<file path="config.mk">
export PLATFORM = sky130hd
export DESIGN_NAME = cfg_loader_flat
export DESIGN_NICKNAME = d
export VERILOG_FILES = /design/src/rtl/cfg_loader_pkg.sv /design/src/rtl/cfg_loader_if.sv /design/src/rtl/cfg_byte_packer.sv /design/src/rtl/cfg_loader.sv /design/src/flat_wrapper.sv
export SDC_FILE = /design/constraint.sdc
export NUM_CORES = 1
export LEC_CHECK = 0
export BUFFER_PORTS_ARGS = -buffer_cell sky130_fd_sc_hd__buf_2
export CAP_MARGIN = 20
export CORE_MARGIN = 3
export CORE_UTILIZATION = 55
export CTS_BUF_LIST = sky130_fd_sc_hd__clkbuf_4
export DETAILED_ROUTE_END_ITERATION = 10
export PLACE_DENSITY_LB_ADDON = 0.3
export SLEW_MARGIN = 30
export SYNTH_ARGS = -nofsm -noshare
export SYNTH_HDL_FRONTEND = slang
export SYNTH_SLANG_ARGS = --single-unit
</file>
<file path="constraint.sdc">
create_clock -name clk -period 8.9 [get_ports clk]
set_clock_uncertainty 0.15 [all_clocks]
set_input_delay 1.78 -clock clk [delete_from_list [all_inputs] [get_ports clk]]
set_output_delay 1.78 -clock clk [all_outputs]
set_load 0.1 [all_outputs]
</file>
<file path="src/rtl/cfg_loader_pkg.sv">
// Shared constants and types for the cipher configuration loader.
// Chain length, byte packing and frame field positions.
package cfg_loader_pkg;

    localparam int CFG_BITS = 67;
    localparam int NBYTES   = (CFG_BITS + 7) / 8;
    localparam int VEC_BITS = NBYTES * 8;

    localparam int K_MUX_BIT = 66;
    localparam int A_MUX_BIT = 65;
    localparam int D_EN_BIT  = 64;
    localparam int TAPS_LSB  = 32;
    localparam int STATE_LSB = 0;

    typedef enum logic [1:0] {
        COLLECT  = 2'd0,
        SHIFT    = 2'd1,
        READBACK = 2'd2
    } state_t;

endpackage

</file>
<file path="src/rtl/cfg_loader_if.sv">
// Host byte stream in, readback byte stream out.
// master = host side, slave = loader side.
interface cfg_loader_if;
    import cfg_loader_pkg::*;

    logic [7:0] in_data;
    logic       in_valid;
    logic       in_ready;
    logic       flush;
    logic [7:0] rb_data;
    logic       rb_valid;
    logic       rb_ready;

    modport master (
        output in_data, in_valid, flush, rb_ready,
        input  in_ready, rb_data, rb_valid
    );

    modport slave (
        input  in_data, in_valid, flush, rb_ready,
        output in_ready, rb_data, rb_valid
    );

endinterface

</file>
<file path="src/rtl/cfg_byte_packer.sv">
// 9-byte register file viewed as one flat vector.
// Byte-wide write port plus a single-bit write port.
module cfg_byte_packer
    import cfg_loader_pkg::*;
(
    input  logic                clk,
    input  logic                rst,
    input  logic                i_byte_we,
    input  logic [3:0]          i_byte_addr,
    input  logic [7:0]          i_byte_data,
    input  logic                i_bit_we,
    input  logic [6:0]          i_bit_addr,
    input  logic                i_bit_data,
    output logic [VEC_BITS-1:0] o_vec
);

    logic [VEC_BITS-1:0] r_vec;

    // Byte writes win; the owner never uses both ports at once.
    always_ff @(posedge clk or posedge rst) begin
        if (rst)
            r_vec <= '0;
        else if (i_byte_we)
            r_vec[{i_byte_addr, 3'b000} +: 8] <= i_byte_data;
        else if (i_bit_we)
            r_vec[i_bit_addr] <= i_bit_data;
    end

    assign o_vec = r_vec;

endmodule

</file>
<file path="src/rtl/cfg_loader.sv">
// Collects a 9-byte frame, shifts it into the 67-bit chain,
// and returns the displaced chain contents as readback bytes.
module cfg_loader
    import cfg_loader_pkg::*;
#(
    parameter bit RB_ENABLE = 1'b1
)
(
    input  logic   clk,
    input  logic   rst,
    cfg_loader_if.slave bus,
    output logic   cfg_en,
    output logic   cfg_i,
    input  logic   cfg_o,
    output logic   busy,
    output logic   done
);

    localparam logic [3:0] LAST_BYTE = 4'(NBYTES - 1);
    localparam logic [6:0] LAST_BIT  = 7'(K_MUX_BIT);
    localparam logic [6:0] TAIL      = 7'(CFG_BITS);

    state_t r_state;
    state_t w_next;

    logic [3:0] r_idx;
    logic [6:0] r_k;
    logic       r_cfg_en;
    logic       r_cfg_i;
    logic       r_done;

    logic       w_in_ready;
    logic       w_rb_valid;
    logic [7:0] w_rb_data;
    logic       w_busy;
    logic       w_accept;
    logic       w_rb_fire;
    logic       w_last_byte;
    logic [6:0] w_k_next;

    logic [VEC_BITS-1:0] w_frame;
    logic [VEC_BITS-1:0] w_rb;

    assign w_accept    = bus.in_valid & w_in_ready;
    assign w_rb_fire   = w_rb_valid & bus.rb_ready;
    assign w_last_byte = (r_idx == LAST_BYTE);
    assign w_k_next    = r_k + 7'd1;

    cfg_byte_packer u_frame (
        .clk         (clk),
        .rst         (rst),
        .i_byte_we   (w_accept),
        .i_byte_addr (r_idx),
        .i_byte_data (bus.in_data),
        .i_bit_we    (1'b0),
        .i_bit_addr  (7'd0),
        .i_bit_data  (1'b0),
        .o_vec       (w_frame)
    );

    cfg_byte_packer u_rb (
        .clk         (clk),
        .rst         (rst),
        .i_byte_we   (1'b0),
        .i_byte_addr (4'd0),
        .i_byte_data (8'd0),
        .i_bit_we    (r_cfg_en),
        .i_bit_addr  (r_k),
        .i_bit_data  (cfg_o),
        .o_vec       (w_rb)
    );

    // State register.
    always_ff @(posedge clk or posedge rst) begin
        if (rst)
            r_state <= COLLECT;
        else
            r_state <= w_next;
    end

    // Next state; SHIFT holds one extra cycle for the done pulse.
    always_comb begin
        w_next = r_state;
        unique case (r_state)
            COLLECT:
                if (w_accept && w_last_byte)
                    w_next = SHIFT;
            SHIFT:
                if (r_k == TAIL)
                    w_next = RB_ENABLE ? READBACK : COLLECT;
            READBACK:
                if (w_rb_fire && w_last_byte)
                    w_next = COLLECT;
            default:
                w_next = COLLECT;
        endcase
    end

    // Handshake and status outputs decoded from state.
    always_comb begin
        w_in_ready = 1'b0;
        w_rb_valid = 1'b0;
        w_rb_data  = '0;
        w_busy     = 1'b0;
        unique case (r_state)
            COLLECT:
                w_in_ready = ~bus.flush;
            SHIFT:
                w_busy = 1'b1;
            READBACK: begin
                w_busy     = 1'b1;
                w_rb_valid = 1'b1;
                w_rb_data  = w_rb[{r_idx, 3'b000} +: 8];
            end
            default: ;
        endcase
    end

    // Byte index, bit counter and registered chain drive.
    always_ff @(posedge clk or posedge rst) begin
        if (rst) begin
            r_idx    <= '0;
            r_k      <= '0;
            r_cfg_en <= 1'b0;
            r_cfg_i  <= 1'b0;
            r_done   <= 1'b0;
        end else begin
            r_done <= 1'b0;
            unique case (r_state)
                COLLECT: begin
                    if (bus.flush) begin
                        r_idx <= '0;
                    end else if (w_accept) begin
                        if (w_last_byte) begin
                            r_idx    <= '0;
                            r_k      <= '0;
                            r_cfg_en <= 1'b1;
                            r_cfg_i  <= w_frame[0];
                        end else begin
                            r_idx <= r_idx + 4'd1;
                        end
                    end
                end
                SHIFT: begin
                    if (r_k == LAST_BIT) begin
                        r_cfg_en <= 1'b0;
                        r_cfg_i  <= 1'b0;
                        r_done   <= 1'b1;
                        r_k      <= TAIL;
                    end else if (r_cfg_en) begin
                        r_k     <= w_k_next;
                        r_cfg_i <= w_frame[w_k_next];
                    end
                end
                READBACK: begin
                    if (w_rb_fire)
                        r_idx <= w_last_byte ? 4'd0 : r_idx + 4'd1;
                end
                default: ;
            endcase
        end
    end

    assign bus.in_ready = w_in_ready;
    assign bus.rb_valid = w_rb_valid;
    assign bus.rb_data  = w_rb_data;
    assign busy         = w_busy;
    assign cfg_en       = r_cfg_en;
    assign cfg_i        = r_cfg_i;
    assign done         = r_done;

endmodule

</file>
<file path="src/flat_wrapper.sv">
// flat-port wrapper written by rule: the top's interface ports become plain ports
module cfg_loader_flat import cfg_loader_pkg::*;
#(
    parameter bit RB_ENABLE = 1'b1
)
  (clk, rst, cfg_en, cfg_i, cfg_o, busy, done, bus_in_data, bus_in_valid, bus_flush, bus_rb_ready, bus_in_ready, bus_rb_data, bus_rb_valid);
  cfg_loader_if bus_i ();
  input  logic clk;
  input  logic rst;
  output logic cfg_en;
  output logic cfg_i;
  input  logic cfg_o;
  output logic busy;
  output logic done;
  input wire logic [$bits(bus_i.in_data)-1:0] bus_in_data;
  input wire logic [$bits(bus_i.in_valid)-1:0] bus_in_valid;
  input wire logic [$bits(bus_i.flush)-1:0] bus_flush;
  input wire logic [$bits(bus_i.rb_ready)-1:0] bus_rb_ready;
  output wire logic [$bits(bus_i.in_ready)-1:0] bus_in_ready;
  output wire logic [$bits(bus_i.rb_data)-1:0] bus_rb_data;
  output wire logic [$bits(bus_i.rb_valid)-1:0] bus_rb_valid;
  assign bus_i.in_data = bus_in_data;
  assign bus_i.in_valid = bus_in_valid;
  assign bus_i.flush = bus_flush;
  assign bus_i.rb_ready = bus_rb_ready;
  assign bus_in_ready = bus_i.in_ready;
  assign bus_rb_data = bus_i.rb_data;
  assign bus_rb_valid = bus_i.rb_valid;
  cfg_loader #(.RB_ENABLE(RB_ENABLE)) u_core (.clk(clk), .rst(rst), .bus(bus_i), .cfg_en(cfg_en), .cfg_i(cfg_i), .cfg_o(cfg_o), .busy(busy), .done(done));
endmodule
</file>
==> results of run 1 <==
area by class of cell:
cell class	instances	area share (%)
clock buffers	17	1.379
inverters	21	0.9061
well taps	211	2.854
clock inverters	15	2.259
flip-flops and latches	160	43.29
multi-input cells	507	47.43
repair buffers	31	1.853
diodes	1	0.02705
layout by cell type, fill, tap and decap left out, types with 3 or more instances in the layout:
cell type | Yosys | final
o22ai_1 | 8 | 8
o211ai_1 | 3 | 3
inv_6 | 0 | 5
nand3_1 | 19 | 19
nand2b_1 | 12 | 12
nor2_1 | 56 | 56
clkinvlp_4 | 0 | 6
dfrtp_1 | 160 | 159
nand3b_1 | 4 | 4
buf_4 | 6 | 4
buf_2 | 13 | 26
mux2_4 | 8 | 8
nor2b_1 | 10 | 10
clkbuf_4 | 0 | 17
o21ai_0 | 19 | 19
o21ai_1 | 3 | 3
a21oi_1 | 12 | 12
and3_1 | 12 | 12
mux4_2 | 30 | 30
nor2_2 | 4 | 4
nor2b_4 | 3 | 3
mux2_2 | 131 | 131
ha_1 | 12 | 12
and2_1 | 26 | 26
mux2i_1 | 11 | 11
o31ai_1 | 3 | 3
mux2_1 | 7 | 7
inv_1 | 21 | 20
nor3_1 | 10 | 10
a22o_1 | 3 | 3
bufinv_16 | 0 | 4
nand2_1 | 56 | 56
path summary, 6_finish.rpt:
kind	depth (start not counted)	startpoint	slack [ns]	to
worst min-delay path	1	u_core.u_frame.o_vec[37]	0.36	u_core.u_frame.o_vec[37]
min in group asynchronous	2	rst	1.14	u_core.u_rb.o_vec[1]
worst min register to register	1	u_core.u_frame.o_vec[37]	0.36	u_core.u_frame.o_vec[37]
worst max register to register	7	u_core.r_k[0]	5.33	u_core.cfg_i
worst max-delay path	7	u_core.r_idx[0]	3.76	bus_rb_data[6]
max in group asynchronous	3	rst	6.22	u_core.u_frame.o_vec[56]
cells by family (layout without fill, tap and decap cells):
kind of cell	count (synthesis)	in the layout
xor gates and xnor gates	6	6
other	0	1
DFF	160	160
adders and majority gates	12	12
AOI/OAI and AO/OA	69	69
muxes	188	188
and+or+nand+nor	232	232
buffers and inverters	72	84
flip-flops by register name (all words and copies together) (netlist names):
signal                count
u_core.cfg_en             1
u_core.cfg_i              1
u_core.done               1
u_core.r_idx              4
u_core.r_k                7
u_core.r_state            2
u_core.u_frame.o_vec     72
u_core.u_rb.o_vec        72
worst register-to-register path, cell delays in order, from the launching register on:
cell and delay (ns):
dfrtp_1 0.35, buf_4 0.46, inv_1 0.29, ha_1 0.99, mux4_2 0.45, mux4_2 0.51
o21bai_1 0.17, o31ai_1 0.10
power groups by stage:
stage                     clock, uW  sequential [uW]  combinational (uW)
after CTS                       511              877                 537
after detailed placement          0              892                 534
final                           504              878                 535
after global placement            0              883                 521
after floorplan                   0              857                 448
after global routing            541              888                 584
metrics by stage:
stage | power [uW] | cells | area (um2) | hold WS (ns) | utilization [%]
final | 1917 | 963 | 9251 | 0.3577 | 60.19
after global routing | 2013 | 963 | 9251 | 0.3795 | 60.19
after CTS | 1925 | 962 | 9240 | 0.3597 | 60.11
after detailed placement | 1426 | 930 | 8904 | 0.3293 | 57.92
after global placement | 1404 | 930 | 8891 | 0.3182 | 57.84
after floorplan | 1306 | 739 | 8762 | 0.3087 | -
metal layers:
metal | track usage, % | part of all wire, % | vias to the layer above
met3 | 4.733 | 4.7 | 33
met2 | 38.06 | 50 | 151
met5 | 0 | 0 | -
li1 | - | - | 2618
met4 | 7.910 | 2.0 | 0
met1 | 30.60 | 43 | 2984
==> impl.org, run 1 <==
** Routing
- Wire per inst :: approximately 20 um
- Post-route ant nets :: 0
- Post-route DRC violation count :: 0
- For this block, the routed nets add up to just under 20000 um of wire.
- The pre-antenna-repair detailed-routing pass consisted of 4 iterations.
- DR vias :: 5786
- Detailed-route vias per instance :: approximately 6.0
- Detailed Route Iter0 Violations :: slightly below 300

** Timing
- For the pin with the worst max-slew slack, the measured transition is 0.9659 ns.
- Setup repair after global routing left no endpoint under its margin.
- Max Transition Viols Final :: 0
- Headroom to the max-slew limit came out at a little over a third.
- Setup violators final :: 0
- F_max :: 0.1944 GHz
- The worst path meets setup with about 3.8 ns of slack.
- The final critical path takes up 57.81% of the cycle.
- Fin Setup TNS :: 0 ns
- Number of hold-slack violations in the final timing report :: 0
- Time the final worst path needs with I/O delays and setup :: between 5 and 6 ns

** CTS
- No sink is reached through more buffers than the 2 on the longest clock path.
- The H-tree generated during clock tree synthesis spans 4 levels.
- Number of clock sinks :: between 150 and 200
- Setup Buffers After CTS :: 0
- Once the clock tree was built, the resizer swapped 0 gates to a different size.
- Hold repair after CTS inserted 0 buffers.
- Clock insertion delay at the later pin of the skew report :: around 0.58 ns
- Clock tree from TritonCTS :: done
- Number of buffers created by CTS :: 17
- Clock transition at path regs :: ~0.14 ns
- CTS placed an instance of clkbuf_4 at the clock tree root.

** Power
- Static Leakage :: around 0.0041 uW
- The worst-case IR drop observed on VDD is ~0.00017 V.
- Power Density :: between 200 and 250 nW/um2
- Of the total power, combinational logic draws between 20% and 30%.
- Seq pwr share :: a little under half
- In this run the power spent charging and discharging nets is between 600 and 700 uW.
- The internal portion of the total power is about 1300 uW.
- Net switching is 34.22% of the power.
- Clock Power Share :: 26.3%

** Floorplanning
- Die height :: around 130 um
- The floorplan step defined a core boundary enclosing 15370 um2.
- I/O pins :: 28
- Die X-Extent :: about 130 um
- The die covers 17480 um2.
- Placement Rows :: 45
- Initial core utilization :: 57.00%

** Worst setup path
- CP Cell Sequence :: buf_4 -> mux4_2 -> nor2b_1 -> a21oi_1 -> o22ai_1 -> and2_1 -> buf_2
- Largest fanout on the critical path :: 19
- In this design, the largest share of critical-path delay is due to flip-flops.
- The largest single stage delay on the critical path is ~0.8 ns.
- STA classifies the critical path startpoint as a flop.
- Buf+Inv Stages, Crit Path :: 2
- Start-to-end type of the worst setup path :: reg -> out
- The worst setup path is captured at an output port.
- Slowest-stage cell, CP :: dfrtp_1
- At the worst endpoint, the required time is about 7.0 ns.
- For the worst setup path, the data arrival time is 3.21 ns.

** Synth
- Sequential elements use between 40% and 50% of the synthesized area.
- Post-synthesis net count :: 765
- Average size of a mapped cell :: approximately 12 um2
- Asr flop ratio synth :: between 90% and 100%
- By area the synthesized netlist is led by dfrtp_1, mux2_2, mux4_2.
- In this run, distinct cell masters in the synthesized netlist total 67.
- The synthesized netlist devotes less than 1% of its cell area to XOR and XNOR gates.
- Fraction of synthesized cell area taken by the top area cell type :: between 40% and 50%
- Dominant combinational cell family by area after synthesis :: multiplexers
- In this run, synthesis inferred 0 flip-flops with an integrated enable.
- Post-Syn Instances :: approximately 740
- Summing every instance area after synthesis gives a little under 9000 um2.
- Area leader, netlist :: dfrtp_1
- Of the total synthesized cell area, the portion taken by full adders, half adders and majority gates is between 1.5 and 2%.
- In the synthesized netlist, the cells that appear most often are dfrtp_1, mux2_2, nand2_1, nor2_1, mux4_2.
- The synthesized netlist devotes 5.155% of its cell area to compound gates.
- dfrtp_1 is the most common cell in the netlist.
- After Yosys synthesis, and, or, nand and nor cells account for ~14% of the synthesized area.
- Multiplexer share of the synthesized area :: between 20% and 30%
- Count of warnings emitted by yosys :: 0
- Synthesis inferred 160 register bits.
- In the synthesized netlist the dominant register cell turns out to be dfrtp_1.

** Cells and area
- Synthesis-to-layout area growth :: 5.583%
- Fill cells in the final layout number approximately 1300.
- The final layout contains roughly 760 nets.
- Area of the multi-input gates :: 4388 um2
- In the final layout, the share of cells above drive strength 1 is approximately a third.
- Across the whole layout, storage elements account for about 4000 um2.

** Flow run
- Number of max-cap violations :: 0

** Outcome
- The run finished with clean final reports.

** Place
- Place WS :: ~4.4 ns
- Detailed-placement wirelength estimate :: 13170 um
- The congestion estimate from routability-driven global placement came to 0.8234.
- The count of buffers added on input and output ports is 27.

** Hold path
- Hold Crit Class :: reg -> reg

** Global routing
- GRT Overall Usage :: between 20% and 30%
- Wire length of the first global-routing pass :: ~32000 um
- Number of antenna violations at the first check in global routing :: 1
- Entering global routing, the biggest net connects 87 pins.
- Vias in the first global route :: 6008
- Remaining global-route overflow :: 0
(Power assumes the default switching activity.)
==> inputs of run 2 (changes only) <==
clock period = 4.15 ns   (was 8.9 ns; I/O delays follow)
==> run 2 against run 1 <==
Effect of this change:
- hold slack lost 0.16 ns
- design area is 0.12% higher
- via count grew 0.14%
- sequential share of layout area is essentially flat
- register-to-register slack worse by 4.1 ns
- non-clock buffer count grew 8
- routed wire length rose by 0.23%
- flip-flop and latch count unchanged
- largest power group unchanged
==> impl.org, run 2 (synthesized netlist as in run 1, its figures left out) <==
** Timing
- The transition time at the pin with the least slew margin is 0.9822 ns (was 0.9659 ns).
- Setup violators final :: 0 (unchanged)
- Worst rel slew slack :: 33.92% (was 35.61%)
- Unrepaired setup endpoints after global routing :: false (unchanged)
- Dividing the final minimum period by the clock period gives 93.02%.
- For this run, the top clock speed supported by timing is roughly 0.26 GHz.
- The final number of hold-violating endpoints came to 0 (unchanged).
- Subtracting the final worst setup slack from the clock period gives 3.860 ns.
- Max Transition Viols Final :: 0 (unchanged)
- Fin Setup TNS :: 0 ns (unchanged)

** CTS
- Buffer depth of the longest clock path :: 2 (unchanged)
- The worst-skew pair later-pin latency is 0.59 ns (was 0.58 ns).
- Root Driver :: clkbuf_4 (unchanged)
- Clock tree from TritonCTS :: done (unchanged)
- The number of buffers created by CTS is 17 (unchanged).
- The total number of H-tree levels was 4 (unchanged).
- The TritonCTS sink count came to 160 (unchanged).
- Clock transition at path regs :: 0.13 ns (was 0.14 ns)
- The cts-stage hold buffer count is 0 (unchanged).

** Worst setup path
- Startpoint type of the worst setup path :: flop (unchanged)
- CP Data Required Time :: 3.17 ns (was 6.97 ns)
- Length in cells of the worst reg-to-reg path :: 7 (unchanged)
- Start-to-end type of the worst setup path :: reg -> out (unchanged)
- Largest fanout on the critical path :: 15 (was 19)
- The data arrival time of the critical path is 2.88 ns (was 3.21 ns).
- Crit end category :: output port (unchanged)
- Worst-case register-to-register setup slack :: 1.21 ns (was 5.33 ns)

** Floorplanning
- The horizontal die dimension came to 132.2 um (unchanged).
- The total core area was 15370 um2 (unchanged).
- Initial core utilization :: 57.00% (unchanged)
- The number of ports placed on the die boundary was 28 (unchanged).
- The number of standard-cell rows in the floorplan is 45 (unchanged).
- Die height :: 132.2 um (unchanged)
- Die area :: 17480 um2 (unchanged)

** Outcome
- Outcome: finished clean (unchanged).

** Power
- Power Density :: 433.2 nW/um2 (was 207.2 nW/um2)
- The leakage power summed over all cells came to 0.004150 uW (was 0.004122 uW).
- The peak supply drop came to 0.0003397 V (was 0.0001685 V).

** Flow run
- The number of violations of the max-capacitance limit is 0 (unchanged).

** Cells and area
- Synthesis-to-layout area growth :: 5.712% (was 5.583%)
- The final layout net count came to 772 (was 764).
- Top library cells by usage in the layout, fill and taps aside: dfrtp_1, mux2_2, nand2_1, nor2_1, mux4_2 (unchanged).
- Fill count :: 1253 (was 1256)
- The post-layout instance area came to 9263 um2 (was 9251 um2).
- Share of cells above drive strength 1 :: 34.65% (was 34.35%)
- Most common library cell in the layout ignoring fill and taps :: dfrtp_1 (unchanged)

** Routing
- The via density per instance came to 5.967 (was 6.008).
- The post-detailed-route DRC marker count is 0 (unchanged).
- Post-route ant nets :: 0 (unchanged)
- Routed WL :: 19420 um (was 19380 um)
- Detailed Route Iter0 Violations :: 310 (was 297)
- First drt pass iteration count :: 5 (was 4)
- DR vias :: 5794 (was 5786)
- The wire length per cell is 20.00 um (was 20.12 um).

** Place
- The count of buffers inserted at the top-level ports was 27 (unchanged).
- Detailed-placement wirelength estimate :: 13490 um (was 13170 um)
- RePlAce Congestion :: 0.8438 (was 0.8234)
- Dpl cell area :: 8964 um2 (was 8904 um2)

** Global routing
- The number of global-route vias before repair is 5964 (was 6008).
- GRT Overall Usage :: 23.09% (was 23.03%)
- The number of antenna violations at the first check in global routing came to 1 (unchanged).
- Pin count of the biggest net entering global routing :: 95 (was 87)
- Remaining global-route overflow :: 0 (unchanged)
- The first-pass GRT wire length was 31720 um (was 31930 um).

** Hold path
- Hold Crit Class :: in -> async (was reg -> reg)
run 2: metal layers:
| metal | vias up | global-route usage [%] | part of all wire [%] |
|---|---|---|---|
| met5 | - | 0 | 0 |
| met3 | 30 | 3.855 | 3.9 |
| met1 | 2977 | 30.15 | 43 |
| met4 | 0 | 8.083 | 1.8 |
| met2 | 141 | 39.34 | 51 |
| li1 | 2646 | - | - |
run 2: what timing repair did:
item	in CTS	in global routing
endpoints found under the hold margin	0	0
setup buffers	0	0
resized for setup	0	1
endpoints found under the setup margin	0	6
run 2: metrics by stage:
stage	cells	hold slack (ns)	utilization (%)	worst slack, ns	power, uW
after floorplan	739	0.3087	-	0.8155	2801
after global placement	938	0.3176	58.31	0.7737	3025
after detailed placement	938	0.3276	58.32	0.7388	3073
after CTS	970	0.1869	60.22	0.09663	4034
after global routing	971	0.1988	60.26	0.1269	4242
final	971	0.1951	60.26	0.2897	4013
run 2: final timing paths:
check | startpoint | end
max | u_core.r_idx[0] | bus_rb_data[4]
min | rst | u_core.u_rb.o_vec[41]
max reg2reg | u_core.r_idx[0] | u_core.u_frame.o_vec[39]
min reg2reg | u_core.u_frame.o_vec[33] | u_core.u_frame.o_vec[33]
max in group asynchronous | rst | u_core.u_frame.o_vec[35]
min in group clk | u_core.u_frame.o_vec[33] | u_core.u_frame.o_vec[33]
run 2: worst max-delay path, cell delays in order (launching register included):
cell and delay, ns:
dfrtp_2 0.58, buf_4 0.26, nor2_2 0.14, and2_1 0.45, a21oi_1 0.13, o22ai_1 0.17, and2_1 0.15, buf_2 0.42
run 2: area by class of cell:
cell class / count / area [um2] / area share, %
clock inverters: 12 / 142.6 / 1.540
repair buffers: 39 / 240.2 / 2.594
multi-input cells: 507 / 4374 / 47.22
flip-flops and latches: 160 / 4006 / 43.25
well taps: 211 / 264.0 / 2.850
diodes: 1 / 2.502 / 0.02702
inverters: 21 / 82.58 / 0.8915
clock buffers: 20 / 150.1 / 1.621
run 2: power by group:
group          total, uW  switching (uW)  leakage [uW]  internal (uW)
logic               1160             637       0.00188            528
registers           1880             172       0.00212           1710
clock network        964             535      0.000150            429
total               4010            1340       0.00415           2670
